## src/rtl/apb_gpio_bank_pkg.sv

```systemverilog
// apb_gpio_bank_pkg: register offsets and the per-port window width shared by the GPIO bank.
package apb_gpio_bank_pkg;
    localparam int GPIO_WIN_W = 6;
    localparam logic [5:0] GPIO_OFS_DATA    = 6'h00;
    localparam logic [5:0] GPIO_OFS_DOUT    = 6'h04;
    localparam logic [5:0] GPIO_OFS_DOUTSET = 6'h08;
    localparam logic [5:0] GPIO_OFS_DOUTCLR = 6'h0C;
    localparam logic [5:0] GPIO_OFS_DOUTTGL = 6'h10;
    localparam logic [5:0] GPIO_OFS_OUTEN   = 6'h14;
    localparam logic [5:0] GPIO_OFS_INTEN   = 6'h18;
    localparam logic [5:0] GPIO_OFS_INTTYPE = 6'h1C;
    localparam logic [5:0] GPIO_OFS_INTPOL  = 6'h20;
    localparam logic [5:0] GPIO_OFS_INTBOTH = 6'h24;
    localparam logic [5:0] GPIO_OFS_INTSTAT = 6'h28;
    localparam logic [5:0] GPIO_OFS_DBEN    = 6'h2C;
    localparam logic [5:0] GPIO_OFS_DBCNT   = 6'h30;

    function automatic logic gpio_ofs_ok(input logic [5:0] ofs);
        return ofs <= GPIO_OFS_DBCNT;
    endfunction
endpackage

```

## src/rtl/gpio_bank_port.sv

```systemverilog
// gpio_bank_port: one GPIO port - registers, 2-FF input sync, debounce and interrupt detect.
module gpio_bank_port
    import apb_gpio_bank_pkg::*;
#(
    parameter int PW    = 8,
    parameter int DBW   = 16,
    parameter int DBSMP = 3
) (
    input  logic          i_clk,
    input  logic          i_rst,
    input  logic          i_we,
    input  logic [5:0]    i_ofs,
    input  logic [31:0]   i_wdata,
    input  logic [PW-1:0] i_pin,
    output logic [31:0]   o_rdata,
    output logic [PW-1:0] o_dout,
    output logic [PW-1:0] o_outen,
    output logic [PW-1:0] o_int
);
    logic [PW-1:0]  r_dout, r_outen, r_inten, r_inttype, r_intpol, r_intboth, r_intstat, r_dben;
    logic [PW-1:0]  r_s1, r_s2, r_deb, r_prev;
    logic [DBW-1:0] r_dbcnt, r_pre;
    logic [3:0]     r_cnt [PW];
    logic [PW-1:0]  w_wd, w_data, w_hit, w_set, w_clr;
    logic           w_tick, w_dbw, w_unused;

    assign w_wd     = i_wdata[PW-1:0];
    assign w_unused = ^i_wdata;
    assign w_data   = (r_dben & r_deb) | (~r_dben & r_s2);
    assign w_tick   = r_pre == r_dbcnt;
    assign w_dbw    = i_we && i_ofs == GPIO_OFS_DBCNT;
    // w_hit: DATA matches polarity, which is both the level condition and the edge direction
    assign w_hit    = ~(w_data ^ r_intpol);
    assign w_set    = (r_inttype & (w_data ^ r_prev) & (r_intboth | w_hit)) | (~r_inttype & w_hit);
    assign w_clr    = (i_we && i_ofs == GPIO_OFS_INTSTAT) ? w_wd : '0;
    assign o_dout   = r_dout;
    assign o_outen  = r_outen;
    assign o_int    = r_intstat & r_inten;

    always_ff @(posedge i_clk or posedge i_rst) begin
        if (i_rst) begin
            {r_dout, r_outen, r_inten, r_inttype, r_intpol, r_intboth, r_intstat, r_dben} <= '0;
            {r_s1, r_s2, r_prev} <= '0;
            r_dbcnt <= '0;
            r_pre   <= '0;
        end else begin
            r_s1      <= i_pin;
            r_s2      <= r_s1;
            r_prev    <= w_data;
            r_pre     <= (w_tick || w_dbw) ? '0 : r_pre + DBW'(1);
            r_intstat <= (r_intstat & ~w_clr) | w_set;
            if (i_we) begin
                case (i_ofs)
                    GPIO_OFS_DOUT:    r_dout    <= w_wd;
                    GPIO_OFS_DOUTSET: r_dout    <= r_dout | w_wd;
                    GPIO_OFS_DOUTCLR: r_dout    <= r_dout & ~w_wd;
                    GPIO_OFS_DOUTTGL: r_dout    <= r_dout ^ w_wd;
                    GPIO_OFS_OUTEN:   r_outen   <= w_wd;
                    GPIO_OFS_INTEN:   r_inten   <= w_wd;
                    GPIO_OFS_INTTYPE: r_inttype <= w_wd;
                    GPIO_OFS_INTPOL:  r_intpol  <= w_wd;
                    GPIO_OFS_INTBOTH: r_intboth <= w_wd;
                    GPIO_OFS_DBEN:    r_dben    <= w_wd;
                    GPIO_OFS_DBCNT:   r_dbcnt   <= i_wdata[DBW-1:0];
                    default: ;
                endcase
            end
        end
    end

    // Undebounced bits shadow the sync value so enabling debounce starts from the live level
    always_ff @(posedge i_clk or posedge i_rst) begin
        if (i_rst) begin
            r_deb <= '0;
            for (int b = 0; b < PW; b++) r_cnt[b] <= '0;
        end else begin
            for (int b = 0; b < PW; b++) begin
                if (!r_dben[b] || r_s2[b] == r_deb[b]) begin
                    r_deb[b] <= r_s2[b];
                    r_cnt[b] <= '0;
                end else if (w_tick) begin
                    if (r_cnt[b] == 4'(DBSMP - 1)) begin
                        r_deb[b] <= r_s2[b];
                        r_cnt[b] <= '0;
                    end else begin
                        r_cnt[b] <= r_cnt[b] + 4'd1;
                    end
                end
            end
        end
    end

    always_comb begin
        o_rdata = '0;
        case (i_ofs)
            GPIO_OFS_DATA:    o_rdata = 32'(w_data);
            GPIO_OFS_DOUT:    o_rdata = 32'(r_dout);
            GPIO_OFS_OUTEN:   o_rdata = 32'(r_outen);
            GPIO_OFS_INTEN:   o_rdata = 32'(r_inten);
            GPIO_OFS_INTTYPE: o_rdata = 32'(r_inttype);
            GPIO_OFS_INTPOL:  o_rdata = 32'(r_intpol);
            GPIO_OFS_INTBOTH: o_rdata = 32'(r_intboth);
            GPIO_OFS_INTSTAT: o_rdata = 32'(r_intstat);
            GPIO_OFS_DBEN:    o_rdata = 32'(r_dben);
            GPIO_OFS_DBCNT:   o_rdata = 32'(r_dbcnt);
            default: ;
        endcase
    end
endmodule

```

## src/rtl/apb_gpio_bank.sv

```systemverilog
// apb_gpio_bank: APB3 slot holding NPORTS GPIO ports; top does address decode, read mux and PSLVERR.
module apb_gpio_bank
    import apb_gpio_bank_pkg::*;
#(
    parameter int NPORTS = 2,
    parameter int PW     = 8,
    parameter int DBW    = 16,
    parameter int DBSMP  = 3
) (
    input  logic                 PCLK,
    input  logic                 PRESET,
    input  logic                 PSEL,
    input  logic [11:0]          PADDR,
    input  logic                 PENABLE,
    input  logic                 PWRITE,
    input  logic [31:0]          PWDATA,
    output logic [31:0]          PRDATA,
    output logic                 PREADY,
    output logic                 PSLVERR,
    input  logic [NPORTS*PW-1:0] PORTIN,
    output logic [NPORTS*PW-1:0] PORTOUT,
    output logic [NPORTS*PW-1:0] PORTEN,
    output logic [NPORTS*PW-1:0] GPIOINT,
    output logic [NPORTS-1:0]    COMBINT
);
    logic [5:0]  w_port, w_ofs;
    logic        w_acc, w_ok, w_wr;
    logic [31:0] w_rd [NPORTS];
    logic [31:0] w_sel;

    assign w_port  = PADDR[11:GPIO_WIN_W];
    assign w_ofs   = PADDR[5:0] & 6'h3C;
    assign w_acc   = PSEL && PENABLE;
    assign w_ok    = gpio_ofs_ok(w_ofs) && ({26'd0, w_port} < 32'(NPORTS));
    assign w_wr    = w_acc && PWRITE && w_ok;
    assign PREADY  = 1'b1;
    assign PSLVERR = w_acc && !w_ok;
    assign PRDATA  = (w_acc && !PWRITE && w_ok) ? w_sel : '0;

    always_comb begin
        w_sel = '0;
        for (int i = 0; i < NPORTS; i++) w_sel = (w_port == 6'(i)) ? w_rd[i] : w_sel;
    end

    for (genvar p = 0; p < NPORTS; p++) begin : g_port
        gpio_bank_port #(.PW(PW), .DBW(DBW), .DBSMP(DBSMP)) u_port (
            .i_clk   (PCLK),
            .i_rst   (PRESET),
            .i_we    (w_wr && w_port == 6'(p)),
            .i_ofs   (w_ofs),
            .i_wdata (PWDATA),
            .i_pin   (PORTIN[p*PW +: PW]),
            .o_rdata (w_rd[p]),
            .o_dout  (PORTOUT[p*PW +: PW]),
            .o_outen (PORTEN[p*PW +: PW]),
            .o_int   (GPIOINT[p*PW +: PW])
        );
        assign COMBINT[p] = |GPIOINT[p*PW +: PW];
    end
endmodule

```

## config.mk

```make
export PLATFORM = sky130hd
export DESIGN_NAME = apb_gpio_bank
export DESIGN_NICKNAME = d
export VERILOG_FILES = /design/src/rtl/apb_gpio_bank_pkg.sv /design/src/rtl/gpio_bank_port.sv /design/src/rtl/apb_gpio_bank.sv
export SDC_FILE = /design/constraint.sdc
export NUM_CORES = 1
export LEC_CHECK = 0
export BUFFER_PORTS_ARGS = -buffer_cell sky130_fd_sc_hd__buf_2
export CAP_MARGIN = 20
export CORE_AREA = 8 8 225 227
export DETAILED_ROUTE_END_ITERATION = 8
export DIE_AREA = 0 0 233 235
export PLACE_DENSITY_LB_ADDON = 0.08
export SYNTH_ARGS = -nofsm -noshare
export SYNTH_HDL_FRONTEND = slang
export SYNTH_SLANG_ARGS = --single-unit
```

## constraint.sdc

```tcl
create_clock -name PCLK -period 29.9 [get_ports PCLK]
set_clock_uncertainty 0.15 [all_clocks]
set_input_delay 5.98 -clock PCLK [delete_from_list [all_inputs] [get_ports PCLK]]
set_output_delay 5.98 -clock PCLK [all_outputs]
set_load 0.1 [all_outputs]
```

==> results.json <==
{
  "io_pins": 149,
  "status": "finished clean",
  "cp.required_ns": 23.77,
  "hpwlAfterDp_mm": 36.3,
  "synth_xor_area_share_pct": 4.61,
  "drt_first_iter_violations": 958,
  "initial_core_util_pct": 36.3,
  "rsz0062_at_grt": "false",
  "drcViolationCount": 0,
  "tns_ns": 0,
  "synth-seq-cells": 320,
  "h-tree-depth": 2,
  "met2_usage_pct": 28.1,
  "fill_cells": 4656,
  "cp-start-kind": "input pin",
  "antenna_found_initial": 0,
  "post_cts_buffers": 0,
  "tightest_slew_ns": 1.13,
  "grt-ovfl-total": 0,
  "max_stage_delay_ns": 0.75,
  "ys_seq_area_share_pct": 46.8,
  "grt.busiest_layer": "met2",
  "place_ws_ns": 14.47,
  "cts.clk_slew.worst_paths_ns": 0.05,
  "drv_cap": 0,
  "final_cell_mix": "dfrtp_1 (320), mux2_2 (145), buf_2 (113)",
  "end_kind": "output port",
  "final_max_slew_viol_count": 0,
  "design_area_sq_um": 19400,
  "crit_top_cell": "buf_2",
  "synth_edf_count": 0,
  "min_period_ns": 15.55,
  "slew_headroom_pct": 24.5,
  "wirelength_mm": 51.3,
  "coreArea_sq_um": 47100,
  "via_per_inst": 5.51,
  "p_leak_nw": 8.75,
  "hold_slack_ns": 0.194,
  "synthMuxAreaShare_pct": 11.4,
  "grt_pass1_wl_mm": 79.8,
  "die_w_um": 233,
  "synth_adder_area_share_pct": 4.83,
  "cts.repair.resized": 0,
  "syn_avg_cell_area_sq_um": 10.5,
  "die_y_um": 235,
  "synthSimpleGateAreaFrac_pct": 13.7,
  "finalSetupViolCount": 0,
  "syn_inst": 1636,
  "die_area_sq_um": 54800,
  "ys_warn_count": 0,
  "place.gp.congestion": 0.799,
  "final_antenna_net_count": 0,
  "p_per_area_nw_per_um2": 53.5,
  "gr-usage-met3_pct": 3.93,
  "min_path_type": "flip-flop to flip-flop",
  "grt_pass1_vias": 13100,
  "cts_buffers": 39,
  "path_class": "input pin to output port",
  "hold_violations": 0,
  "row_count": 80,
  "cp_slowest_cell": "or4b_2",
  "cts_buffer_depth": 3,
  "synth_top_family_by_area": "compound AO/OA/AOI/OAI gates",
  "layout_commonest_cell": "dfrtp_1",
  "fin_nets": 1864,
  "wl_per_cell_um": 21.7,
  "vias": 13100,
  "ff2ff_setup_slack_ns": 27.21,
  "max_freq_mhz": 64.3,
  "diodes": 0,
  "crit_fanout": 33,
  "period_share_pct": 52.0,
  "synth_compound_area_share_pct": 14.1,
  "mappedNetlistArea_sq_um": 17100,
  "grt_max_degree": 95,
  "drt_first_pass_iters": 6,
  "crit_arrival_ns": 9.42,
  "portBuffers": 113,
  "grtUsageTotal_pct": 18.6,
  "hold_buffers": 0,
  "layout-drive-gt1-share_pct": 20.5,
  "crit_chain": "buf_2, clkinv_1, o21ai_0, buf_4, or4b_2, o22ai_1, buf_2",
  "clock-root-buffer": "clkbuf_16",
  "synthDistinctLibCells": 70,
  "ir_drop_mv": 0.0416,
  "cts_sinks": 320,
  "met1_usage_pct": 26.6,
  "fin_ws_ns": 14.35,
  "cts_tree": "done",
  "clk_latency_ns": 0.55,
  "ys_async_sr_fraction_pct": 100,
  "yosys_most_used_dff": "dfrtp_1",
  "placed_area_sq_um": 18200,
  "syn_to_final_growth_pct": 13.4
}
-- per-stage QoR --
stage,instances,total power [W],util (%)
detailed placement,2307,0.000603,38.7
finish,2370,0.00104,41.2
global route,2370,0.00109,41.2
CTS,2370,0.00105,41.2
global placement,2306,0.000599,38.7
floorplan,1651,0.000564,-
-- area by class of cell --
type	instances	area, sq um	share of cell area (%)
Timing Repair Buffer	133	719	3.71
Multi-Input combinational cell	1149	8400	43.3
Inverter	90	345	1.78
Tap cell	615	769	3.97
Sequential cell	320	8010	41.3
Clock inverter	4	22.5	0.116
Clock buffer	59	1140	5.89
-- registers in the layout, summed over array words and instances (netlist names) --
register	count
g_port.u_port.r_cnt	64
g_port.u_port.r_dbcnt	32
g_port.u_port.r_pre	32
g_port.u_port.o_dout	16
g_port.u_port.o_outen	16
g_port.u_port.r_dben	16
g_port.u_port.r_deb	16
g_port.u_port.r_intboth	16
g_port.u_port.r_inten	16
g_port.u_port.r_intpol	16
g_port.u_port.r_intstat	16
g_port.u_port.r_inttype	16
g_port.u_port.r_prev	16
g_port.u_port.r_s1	16
g_port.u_port.r_s2	16
-- cell families (layout without fill, tap and decap cells) --
kind of cell             count (synthesis)  after routing
AND/OR/NAND/NOR                        446            446
buffers and inverters                  182            286
other                                    2             17
adder cells (fa/ha/maj)                 66             66
multiplexers                           174            174
flip-flops                             320            320
AO/OA/AOI/OAI                          356            356
XOR/XNOR                                90             90
-- final timing paths --
| check | from | end | depth (start not counted) |
|---|---|---|---|
| min reg2reg | g_port[1].u_port.r_s1[0] | g_port[1].u_port.r_s2[0] | 0 |
| max | PADDR[5] | PRDATA[5] | 7 |
| max in group asynchronous | PRESET | g_port[1].u_port.r_cnt[11] | 4 |
| max reg2reg | g_port[0].u_port.r_dbcnt[6] | g_port[0].u_port.r_cnt[22] | 6 |
| min in group asynchronous | PRESET | g_port[0].u_port.r_s1[0] | 2 |
| min | g_port[1].u_port.r_s1[0] | g_port[1].u_port.r_s2[0] | 0 |
-- power by group --
group | switching (W) | internal (W) | total, W
combinational | 0.000113 | 0.0000276 | 0.000141
clock | 0.000181 | 0.000261 | 0.000442
sequential | 0.0000113 | 0.000443 | 0.000454
total | 0.000306 | 0.000732 | 0.00104
-- synth_stat cells, types with 14 or more instances --
cell	n	area (sq um)
a21boi_0	21	158
a21oi_1	47	235
a221oi_1	14	123
a22oi_1	21	158
a31oi_1	20	125
and2_1	37	231
buf_4	17	128
clkbuf_1	58	218
dfrtp_1	320	8010
ha_1	66	826
inv_1	89	334
mux2_2	145	1630
mux2i_1	26	260
nand2_1	99	372
nand2b_1	24	150
nand3_1	80	400
nor2_1	88	330
nor2b_1	16	100
o21ai_0	89	445
o22ai_1	16	100
o31ai_1	33	248
or3_1	18	113
xnor2_1	23	201
xor2_1	67	587
-- critical path, delay by kind of cell --
kind                   cells  cell delay [ns]
buffers and inverters      4             1.99
AOI/OAI and AO/OA          2             0.66
and+or+nand+nor            1             0.75
-- routing by layer --
| metal | vias up | wire length [um] |
|---|---|---|
| met4 | 0 | 1340 |
| met1 | 6570 | 24100 |
| met2 | 358 | 22700 |
| met5 | - | 0 |
| li1 | 6049 | - |
| met3 | 90 | 3240 |
Note: power is estimated with default switching activity, not from simulation.
